File: src/rtl/mux_bus_arbiter.sv
// Round-robin owner of a WIDTH-bit 2:1 bus mux (F = sel ? B : A) with a
// valid/ready downstream port and a per-grant beat budget for fairness.
module mux_bus_arbiter #(
  parameter int WIDTH    = 4,
  parameter int HOLD_MAX = 3
) (
  input  logic             clk,
  input  logic             rst_n,
  input  logic             req_a,
  input  logic [WIDTH-1:0] data_a,
  input  logic             req_b,
  input  logic [WIDTH-1:0] data_b,
  input  logic             bus_ready,
  output logic             gnt_a,
  output logic             gnt_b,
  output logic             sel,
  output logic [WIDTH-1:0] bus_data,
  output logic             bus_valid
);

  localparam int CW = $clog2(HOLD_MAX + 1);
  localparam logic [CW-1:0] CNT_LAST = CW'(HOLD_MAX - 1);

  typedef enum logic [1:0] {
    IDLE  = 2'd0,
    GNT_A = 2'd1,
    GNT_B = 2'd2
  } state_e;

  state_e          state_q, state_d;
  logic            last_q,  last_d;   // 0 = A owned last, 1 = B owned last
  logic [CW-1:0]   cnt_q,   cnt_d;
  logic            sel_q,   sel_d;

  logic            own_req;
  logic            oth_req;
  logic            valid_raw;
  logic            beat;
  logic            budget_done;
  state_e          other_gnt;

  assign gnt_a     = (state_q == GNT_A);
  assign gnt_b     = (state_q == GNT_B);
  assign sel       = sel_q;
  assign valid_raw = (gnt_a & req_a) | (gnt_b & req_b);

  // Reset forces the consumer-facing side quiet and onto input A immediately.
  assign bus_valid = rst_n & valid_raw;
  assign bus_data  = (rst_n & sel_q) ? data_b : data_a;

  assign own_req     = gnt_b ? req_b : req_a;
  assign oth_req     = gnt_b ? req_a : req_b;
  assign beat        = valid_raw & bus_ready;
  assign budget_done = beat & (cnt_q == CNT_LAST);

  always_comb begin
    state_d   = state_q;
    last_d    = last_q;
    cnt_d     = cnt_q;
    other_gnt = gnt_b ? GNT_A : GNT_B;
    case (state_q)
      IDLE: begin
        cnt_d = '0;
        if (req_a && (!req_b || last_q)) state_d = GNT_A;
        else if (req_b)                  state_d = GNT_B;
      end
      GNT_A, GNT_B: begin
        // A dropped request and an exhausted budget resolve to one handover.
        if (!own_req || (budget_done && oth_req)) begin
          state_d = oth_req ? other_gnt : IDLE;
          last_d  = gnt_b;
          cnt_d   = '0;
        end else if (budget_done) begin
          cnt_d = '0;
        end else if (beat) begin
          cnt_d = cnt_q + 1'b1;
        end
      end
      default: begin
        state_d = IDLE;
        cnt_d   = '0;
      end
    endcase
  end

  always_comb begin
    sel_d = sel_q;
    case (state_d)
      GNT_A:   sel_d = 1'b0;
      GNT_B:   sel_d = 1'b1;
      default: sel_d = sel_q;
    endcase
  end

  always_ff @(posedge clk) begin
    if (!rst_n) begin
      state_q <= IDLE;
      last_q  <= 1'b1;
      cnt_q   <= '0;
      sel_q   <= 1'b0;
    end else begin
      state_q <= state_d;
      last_q  <= last_d;
      cnt_q   <= cnt_d;
      sel_q   <= sel_d;
    end
  end

endmodule
File: config.mk
export PLATFORM = sky130hd
export DESIGN_NAME = mux_bus_arbiter
export DESIGN_NICKNAME = d
export VERILOG_FILES = /design/src/rtl/mux_bus_arbiter.sv
export SDC_FILE = /design/constraint.sdc
export NUM_CORES = 1
export LEC_CHECK = 0
export CORE_MARGIN = 3
export CORE_UTILIZATION = 40
export DETAILED_ROUTE_END_ITERATION = 6
export GPL_TIMING_DRIVEN = 0
export PLACE_DENSITY = 0.74
export SLEW_MARGIN = 20
export SYNTH_ARGS = -nofsm -noshare
export SYNTH_HDL_FRONTEND = slang
export SYNTH_SLANG_ARGS = --single-unit
export TNS_END_PERCENT = 30
File: constraint.sdc
create_clock -name clk -period 1.74 [get_ports clk]
set_input_delay 0.522 -clock clk [delete_from_list [all_inputs] [get_ports clk]]
set_output_delay 0.522 -clock clk [all_outputs]
set_load 0.1 [all_outputs]
Word level (Yosys, flattened, before mapping):

Index checks and enable logic that the tools add are counted.

* input port bits: 13
* flip-flop bits (word level): 6
* bits in writable memories: 0
* memories: 0
* latch bits: 0
* bits in read-only memories: 0

* order comparisons: 0
* bitwise operators: 9
* add/sub/neg operators: 1
* equal/unequal tests: 5
* multiplexer cells: 10
* $mul: 0
* reduce and logical (&&, ||, !) cells: 11
* divide/modulo/power cells: 0
* shifts and indexed selects: 0

Operator list (count)
* $mux 2: 5
* $and 1x1->1: 6
* $eq 2x2->1 const B: 3
* $eq 2x1->1 const B: 2
* $mux 4: 1
* $pmux 2 s2: 1
* $reduce_or 4->1: 1
* $add 2x1->2 const B: 1
* $logic_and 1x1->1: 2
* $logic_not 1->1: 2
* $logic_not 2->1: 1
* $logic_or 1x1->1: 2
* $mux 1: 2
* $not 1->1: 2
* $pmux 1 s2: 1
* $reduce_and 2->1: 1
* $reduce_bool 2->1: 1
* $reduce_or 2->1: 1
* $or 1x1->1: 1

Longest topological paths before layout:

* depth in word-level cells: 11
* gate-level depth with buffers: 9

Least setup slack after synthesis:

Ideal clock, no wire load.

* path type: register to output
* start point: register state_q[0]
* end point: output port bus_valid
* path buffers: 1
* required time: 1218 ps
* stages on the path, launching flop included: 6
* data arrival time: 2996 ps
* slack: -1778 ps
* cell sequence: dfxtp_1 -> inv_1 -> ha_1 -> buf_4 -> a22oi_2 -> nor2b_1

* word-level cells in the longest chain between the ends: 4

Ends and longest elaborated chain
* start, declared: line 30 `state_e state_q, state_d;`
* start signal, assigned: line 102 `state_q <= state_d;`
* $eq 2x2->1: line 43 `assign gnt_b = (state_q == GNT_B);`
* via gnt_b: line 15 `output logic gnt_b,`
* $and 1x1->1: line 45 `assign valid_raw = (gnt_a & req_a) | (gnt_b & req_b);`
* $or 1x1->1: line 45
* $and 1x1->1: line 48 `assign bus_valid = rst_n & valid_raw;`
* end, declared: line 18 `output logic bus_valid`

The timed path passes the listed nets, and every way through them passes these cells.

Worst setup path after layout:

* start point: register state_q[0]
* end point: output port bus_valid

* word-level cells in the longest chain between the ends: 4

Ends and longest elaborated chain (line)
* $eq 2x1->1 / $eq 2x2->1 (equally long branches): 42, 43
* $and 1x1->1: 45
* $or 1x1->1 (*): 45
* $and 1x1->1 (*): 48

Every way passes the cells marked *; elsewhere a longest branch is shown, timed or not.

==> results.ini <==
[outcome]
run_status=finished, violations left
violations=negative setup slack

[clock_network]
clk_pin_slew_worst_paths_ns=0.06
cts_buffers=3
h-tree-depth=1
holdBufCountCts=0
cts_buffer_depth=2
cts_tree=yes
cts_sinks=6
cts_root_buf=clkbuf_4
worstSkewPairLatency_ns=0.27

[critical_path]
rr_worst_depth=8
critPathMaxFanout=4
worst-setup-path-type=reg2out
critPathRequiredTime_ns=1.22
crit_path_end=bus_valid
rr_endpoint=sel$_SDFFE_PN0P_
r2r-start=state_q[1]$_SDFF_PN0_
crit_path_start_kind=flop
rrSetupSlack_ns=-0.16
worstSetupEndpointType=output port
startpoint=state_q[0]$_SDFF_PN0_
arrival_ns=1.43

[synth]
synth-seq-cells=6
synth_area_leaders=dfxtp_1, ha_1, mux2_1, nor2b_1, a22oi_2
netlist.area_leader.share=0.190
syn_area_um2=632
synth_cell_type_count=33
synth_nets=95
yosysTopAreaCell=dfxtp_1
syn_avg_cell_area_um2=8.31
syn_inst=76
ys_seq_area_frac=0.190
synth_warnings=0

[grt]
track_usage=0.182
grt_first_pass_wirelength_mm=2.68
antenna_found_initial=0
grt_max_degree=11
grt_pass1_vias=615
grt_overflow=0

[power]
power_density_nw_per_um2=1220
leakagePower_nw=0.435
ir_drop_mv=0.972

[drt]
detail_route.wl_per_cell_um=15.1
drc=0
dr.first_iter.drc_count=13
viasPerCell=5.92
wl_mm=1.76
ant_nets=0
firstDrtPassIters=4
routed-via-count=693

[timing]
hold_viol=0
slew_headroom=0.637
fmax_mhz=512
finalCriticalPeriod_ns=1.95
whs_ns=0.490
drv_slew=0
rsz0062_at_grt=true
setup_slack_ns=-0.215
skew_ns=0.0164
tns_ns=-0.688
tightest_slew_ns=0.547
finalCritPeriodShare=1.12
setup_viol=4

[floorplan]
die_x_um=45.7
core_area_um2=1380
initial_utilization=0.457
rows=13
io_pins=21
dieArea_um2=2090
die_h_um=45.7

[cells_and_area]
fillerInstances=103
layout_commonest_cell=dlygate4sd2_1
drive_gt1_frac=0.422
layout.nets=122
fin_util=0.755
antennaDiodeCount=0
layout_common_cells=dlygate4sd2_1, buf_4, buf_12
design_area_um2=1040
area_growth_pct=65.1

[place]
placed_cell_area_um2=876
portBuffers=17
place_ws_ns=-1.04
post-dp-hpwl_mm=1.23
finalWeightedCongestion=0.825

[hold_path]
worstHoldPathType=in2reg

[flow_run]
drv_cap=0

state kept, by name (all words and copies together) (netlist names):
register / flops
last_q: 1
sel: 1
cnt_q: 2
state_q: 2
synthesized netlist by cell type:
cell       count
a32o_1         1
inv_2          2
dfxtp_1        6
a32oi_1        1
mux2i_1        1
and4b_1        1
or4_1          1
inv_1          5
o21ai_0        4
o2111ai_1      2
o221ai_1       1
ha_1           6
or4_4          1
buf_4          3
a22oi_2        2
nand3_1        5
nand2_1        4
a22oi_1        1
and3_1         2
a21oi_1        1
mux2_1         4
o211ai_1       3
nor2b_1        6
buf_2          1
and3_2         1
o22ai_1        1
a21o_1         1
and3b_1        2
nor2_1         1
o21ai_1        1
a21boi_1       2
nand4_1        2
a2bb2oi_1      1
area by class of cell:
class,instances,area [um2],area share
multi-input cells,59,542,0.519
inverters,7,28.8,0.0276
well taps,15,18.8,0.0180
plain buffers,4,46.3,0.0444
flip-flops and latches,6,131,0.126
repair buffers,22,250,0.240
clock buffers,4,26.3,0.0252
how the worst min path moves through the flow:
| stage | startpoint | endpoint | slack (ns) | cells past startpoint |
|---|---|---|---|---|
| finish | rst_n | last_q$_SDFFE_PN1P_ | 0.49 | 2 |
| detailed placement | cnt_q[0]$_SDFFE_PP0P_ | cnt_q[0]$_SDFFE_PP0P_ | 0.49 | 2 |
| global placement | cnt_q[1]$_SDFFE_PP0P_ | cnt_q[1]$_SDFFE_PP0P_ | 0.48 | 2 |
| floorplan | cnt_q[0]$_SDFFE_PP0P_ | cnt_q[0]$_SDFFE_PP0P_ | 0.47 | 2 |
| CTS | rst_n | last_q$_SDFFE_PN1P_ | 0.49 | 2 |
| global route | rst_n | last_q$_SDFFE_PN1P_ | 0.48 | 2 |
per-stage QoR:
step,instances,power [W]
4_1_cts,117,0.00124
5_1_grt,117,0.00134
3_3_place_gp,108,0.000950
2_1_floorplan,76,0.000827
3_5_place_dp,108,0.000964
6_report,117,0.00127
logic make-up (layout without fill, tap and decap cells):
logic type                 count (synthesis)  count (layout)  share of synthesized area
AOI/OAI and AO/OA                         22              22                      0.265
adders and majority gates                  6               6                      0.119
muxes                                      5               5                     0.0871
buffers and inverters                     11              37                     0.0851
DFF                                        6               6                      0.190
and+or+nand+nor                           26              26                      0.253
critical path, cell delays in order (launching register included):
cell,delay (ns)
dfxtp_4,0.38
inv_4,0.04
ha_4,0.15
buf_6,0.12
a22oi_2,0.23
nor2b_4,0.07
buf_12,0.17
layer usage:
layer,global-route usage,up-vias,routed length (um)
met5,0,-,0
met4,0.102,0,34
met3,0.0474,5,160
met2,0.292,25,838
met1,0.216,320,730
li1,-,343,-
report_power, final:
part | switching [W] | internal, W
clock | 0.0000705 | 0.0000881
combinational | 0.000529 | 0.000365
sequential | 0.0000436 | 0.000177
total | 0.000643 | 0.000630
timing repair:
item / in CTS / in global routing
gates cloned: 0 / 0
resized for setup: 72 / 7
pin swaps: 1 / 2
hold endpoints to repair: 0 / 0
buffers inserted: 5 / 0
endpoints found under the setup margin: 9 / 8
No activity file was read; power rests on OpenSTA's default activity.
